==> src/rtl/retire_trace_buffer.sv <==
// rtl/retire_trace_buffer.sv - retirement trace capture buffer with halt-PC stop and drain port
module retire_trace_buffer #(
    parameter int XLEN  = 32,
    parameter int DEPTH = 16,
    parameter int WRAP  = 1
) (
    input  logic                       clk,
    input  logic                       reset_n,
    input  logic                       arm,
    input  logic [XLEN-1:0]            halt_pc,
    input  logic                       ret_valid,
    input  logic [XLEN-1:0]            ret_pc,
    input  logic [31:0]                ret_instr,
    input  logic                       ret_we,
    input  logic [4:0]                 ret_rd,
    input  logic [XLEN-1:0]            ret_wdata,
    input  logic                       out_ready,
    output logic                       out_valid,
    output logic [XLEN-1:0]            out_pc,
    output logic [31:0]                out_instr,
    output logic                       out_we,
    output logic [4:0]                 out_rd,
    output logic [XLEN-1:0]            out_wdata,
    output logic [1:0]                 state,
    output logic [$clog2(DEPTH):0]     entries,
    output logic [31:0]                retired_count,
    output logic                       overflow
);
    localparam int AW = $clog2(DEPTH);
    localparam int EW = 2 * XLEN + 38;
    localparam logic [AW:0] FULL_CNT = (AW + 1)'(DEPTH);

    typedef enum logic [1:0] {
        S_IDLE    = 2'd0,
        S_CAPTURE = 2'd1,
        S_DRAIN   = 2'd2,
        S_DONE    = 2'd3
    } state_t;

    state_t         st_q, st_d;
    logic [AW-1:0]  head_q, head_d, tail_q, tail_d;
    logic [AW:0]    cnt_q, cnt_d;
    logic [31:0]    rcnt_q, rcnt_d;
    logic           ovf_q, ovf_d;
    logic           wr_en;
    logic           full;
    logic [EW-1:0]  wr_entry;
    logic [EW-1:0]  mem [DEPTH];

    assign full     = (cnt_q == FULL_CNT);
    // x0 is never written, so a write to rd=0 is recorded as no write
    assign wr_entry = {ret_pc, ret_instr, ret_we && (ret_rd != 5'd0), ret_rd, ret_wdata};
    assign {out_pc, out_instr, out_we, out_rd, out_wdata} = mem[head_q];
    assign out_valid     = (st_q == S_DRAIN) && (cnt_q != '0);
    assign state         = st_q;
    assign entries       = cnt_q;
    assign retired_count = rcnt_q;
    assign overflow      = ovf_q;

    always_comb begin
        st_d   = st_q;
        head_d = head_q;
        tail_d = tail_q;
        cnt_d  = cnt_q;
        rcnt_d = rcnt_q;
        ovf_d  = ovf_q;
        wr_en  = 1'b0;
        case (st_q)
            S_IDLE, S_DONE: begin
                if (arm) begin
                    head_d = '0;
                    tail_d = '0;
                    cnt_d  = '0;
                    rcnt_d = '0;
                    ovf_d  = 1'b0;
                    st_d   = S_CAPTURE;
                end
            end
            S_CAPTURE: begin
                if (arm) begin
                    head_d = '0;
                    tail_d = '0;
                    cnt_d  = '0;
                    rcnt_d = '0;
                    ovf_d  = 1'b0;
                end else if (ret_valid) begin
                    if (rcnt_q != 32'hffff_ffff) rcnt_d = rcnt_q + 32'd1;
                    if (!full) begin
                        wr_en  = 1'b1;
                        tail_d = tail_q + 1'b1;
                        cnt_d  = cnt_q + 1'b1;
                    end else if (WRAP != 0) begin
                        // overwrite the oldest slot: tail and head advance together
                        wr_en  = 1'b1;
                        tail_d = tail_q + 1'b1;
                        head_d = head_q + 1'b1;
                        ovf_d  = 1'b1;
                    end else begin
                        ovf_d = 1'b1;
                        st_d  = S_DRAIN;
                    end
                    if (ret_pc == halt_pc) st_d = S_DRAIN;
                end
            end
            S_DRAIN: begin
                if (cnt_q == '0) begin
                    st_d = S_DONE;
                end else if (out_ready) begin
                    head_d = head_q + 1'b1;
                    cnt_d  = cnt_q - 1'b1;
                end
            end
            default: st_d = S_IDLE;
        endcase
    end

    always_ff @(posedge clk or negedge reset_n) begin
        if (!reset_n) begin
            st_q   <= S_IDLE;
            head_q <= '0;
            tail_q <= '0;
            cnt_q  <= '0;
            rcnt_q <= '0;
            ovf_q  <= 1'b0;
        end else begin
            st_q   <= st_d;
            head_q <= head_d;
            tail_q <= tail_d;
            cnt_q  <= cnt_d;
            rcnt_q <= rcnt_d;
            ovf_q  <= ovf_d;
        end
    end

    always_ff @(posedge clk) begin
        if (wr_en) mem[tail_q] <= wr_entry;
    end
endmodule

==> config.mk <==
export PLATFORM = sky130hd
export DESIGN_NAME = retire_trace_buffer
export DESIGN_NICKNAME = d
export VERILOG_FILES = /design/src/rtl/retire_trace_buffer.sv
export SDC_FILE = /design/constraint.sdc
export NUM_CORES = 2
export LEC_CHECK = 0
export CAP_MARGIN = 20
export CORE_UTILIZATION = 30
export DETAILED_ROUTE_END_ITERATION = 12
export GPL_ROUTABILITY_DRIVEN = 0
export PLACE_DENSITY = 0.48
export SETUP_SLACK_MARGIN = 0.1
export SYNTH_ARGS = -nofsm -noshare
export SYNTH_HDL_FRONTEND = slang
export SYNTH_SLANG_ARGS = --single-unit
export TNS_END_PERCENT = 5
==> constraint.sdc <==
create_clock -name clk -period 13.6 [get_ports clk]
set_clock_uncertainty 0.05 [all_clocks]
set_input_delay 2.72 -clock clk [delete_from_list [all_inputs] [get_ports clk]]
set_output_delay 2.72 -clock clk [all_outputs]
set_load 0.05 [all_outputs]
==> results.cfg <==
[global_route]
gr-usage-met3_pct = 2.77
grt_pass1_wl_mm = 258
grt_pass1_vias = 35172
grt.met2_usage_pct = 26.0
antenna_found_initial = 31
overflow = 0
grt_max_degree = 128
use_met1_pct = 22.6
grt_use_total_pct = 16.1
grt_busiest_layer = met2

[yosys]
ys_ff_latch = 1680
synthFlopType = edfxtp_1
synth-warning-count = 0
netlist_instances = 3445
synthDistinctLibCells = 53
synth_fp_nets = 3595
synthMuxAreaShare_pct = 13.5
synth.yosys.seq_area_share_pct = 76.6
ys_async_sr_fraction_pct = 2.86
synth_top_family_by_area = multiplexers
synth_compound_area_share_pct = 5.86
synth_top_area_share_pct = 74.8
yosysTopAreaCell = edfxtp_1
synth-edff-count = 1632
avgSynthCellArea_sq_um = 19.0
synth_area_sq_mm = 0.0655
synthAdderAreaFrac_pct = 0.210
synthSimpleGateAreaFrac_pct = 2.13
yosys-top-cells-area = edfxtp_1, mux4_2, mux2i_1, o21ai_0, dfrtp_1
synth_xor_area_share_pct = 0.481

[die]
core_sq_mm = 0.217
num_rows = 171
die_w_um = 469
num_io_pins = 282
die_area_sq_mm = 0.220
start_util_pct = 30.2
dieHeight_um = 469

[cts]
clock-root-buffer = clkbuf_16
post_cts_resized = 0
cts_tree = done
worstSkewPairLatency_ns = 0.80
clk_pin_slew_ns = 0.06
post_cts_buffers = 0
cts_hold_buf = 0
cts_max_path_buffers = 3
cts_inserted_buffers = 182
cts.htree.levels = 4
cts.sinks = 1680

[timing]
finalCritPeriodShare_pct = 58.3
rsz0062_at_grt = false
fin_crit_ns = 7.93
final_hold_viol_count = 0
worstMarginPinSlew_ns = 1.12
slew_violations = 0
fmax_mhz = 126
max_slew_margin_pct = 25.4
setup_tns_ns = 0
setup_violations = 0

[detailed_routing]
firstDrtPassIters = 5
drt-total-wl_mm = 180
drc = 0
wl_per_cell_um = 26.5
antenna_left = 0
viasPerCell = 5.04
drt_iter0_markers = 2922
vias = 34264

[power]
finalPower_mw = 12.4
p_leak_nw = 23.7
ir_worst_vdd_mv = 0.147
cellPowerDensity_mw_per_mm2 = 160

[final_layout]
layout_common_cells = edfxtp_1, mux2i_1, clkdlybuf4s50_1
fin_area_sq_mm = 0.0774
final_common_cell = edfxtp_1
fin_cells = 6798
fin_util_pct = 35.7
syn2layout_area_growth_pct = 18.2
fin_nets = 3944
final_layout_size_suffix_gt1_share_pct = 16.2
fillers = 20148

[critical_path]
arrival_ns = 5.16
critPathLaunchType = flop
worst-r2r-setup-slack_ns = 9.65
cp-end-kind = primary output
cp.required_ns = 10.83
worstSetupPathType = flop to primary output
cp_max_fo = 35

[place]
placed_area_sq_mm = 0.0719
dp.cells = 6462
numPortBuffers = 281
dp.final_hpwl_mm = 92.1

[job]
cap_violations = 0

[min_path]
min-delay-path-class = flop to flop

[status]
status = finished clean
==> registers in the layout, summed over array words and instances, names as in the netlist <==
| name | count |
|---|---|
| head_q | 4 |
| entries | 5 |
| mem | 1632 |
| tail_q | 4 |
| overflow | 1 |
| retired_count | 32 |
| state | 2 |
==> metal layers <==
metal  vias up  routed length (um)
met5         -                  45
met4         6                3640
li1      14875                   -
met1     18226               82400
met3       250                8610
met2       907               85400
==> worst paths after layout <==
path                       cells past startpoint                           from                       endpoint
setup / recovery                               8          head_q[2]$_DFFE_PN0P_                  out_instr[11]
hold / removal                                 1  retired_count[15]$_DFFE_PN0P_  retired_count[15]$_DFFE_PN0P_
setup reg to reg                               8           state[1]$_DFFE_PN0P_           mem[3][35]$_DFFE_PP_
hold reg to reg                                1  retired_count[15]$_DFFE_PN0P_  retired_count[15]$_DFFE_PN0P_
max in group asynchronous                      2                        reset_n          head_q[2]$_DFFE_PN0P_
min in group asynchronous                      2                        reset_n           state[1]$_DFFE_PN0P_
==> stage by stage <==
stage | setup slack (ns) | hold WS, ns
2_1_floorplan | 2.57 | 0.470
3_3_place_gp | 6.10 | 0.448
3_5_place_dp | 6.04 | 0.444
4_1_cts | 5.16 | 0.465
5_1_grt | 5.40 | 0.510
6_report | 5.67 | 0.458
==> worst max-delay path, cell delays in order, from the launching register on <==
cell and delay, ns:
dfrtp_4 0.81, and2_4 0.58, buf_4 0.62, buf_4 0.49, buf_16 0.31, a221oi_1 0.17
a22oi_1 0.23, nand2_1 0.20, clkdlybuf4s50_1 0.79
==> layout make-up <==
type,instances,area [sq um],area share (%)
Inverter,11,41.3,0.0533
Tap cell,2854,3570,4.61
Antenna cell,7,17.5,0.0226
Clock buffer,237,4870,6.29
Timing Repair Buffer,353,3480,4.49
Multi-Input combinational cell,1566,14600,18.9
Clock inverter,90,582,0.751
Sequential cell,1680,50200,64.9
==> power breakdown <==
part / total, mW / leakage (nW) / switching (mW) / internal, mW
registers: 5.79 / 15.3 / 0.0440 / 5.75
logic: 1.98 / 5.75 / 1.22 / 0.761
clock network: 4.59 / 2.65 / 2.01 / 2.58
==> logic make-up (layout without fill, tap and decap cells) <==
family                   after synthesis  in the layout
AO/OA/AOI/OAI                        614            614
XOR/XNOR                              36             36
adder cells (fa/ha/maj)               11             11
buffers and inverters                199            691
flip-flops                          1680           1680
multiplexers                         616            616
other                                  0              7
AND/OR/NAND/NOR                      289            289
==> synthesized netlist by cell type, types with 9 or more instances <==
cell type and count:
nand4_1 11, nand2_1 145, nor3_1 9, a22oi_1 103, a21oi_1 112, inv_1 11
o21ai_0 248, o31ai_1 18, buf_1 37, nor4_1 11, mux2i_1 310, nor2_1 32
nand3_1 25, a31oi_1 10, mux2_2 102, and2_1 13, dfrtp_1 48, edfxtp_1 1632
clkbuf_1 133, buf_2 17, xor2_1 36, a221oi_1 104, mux4_2 204, ha_1 11
(Power assumes the default switching activity.)
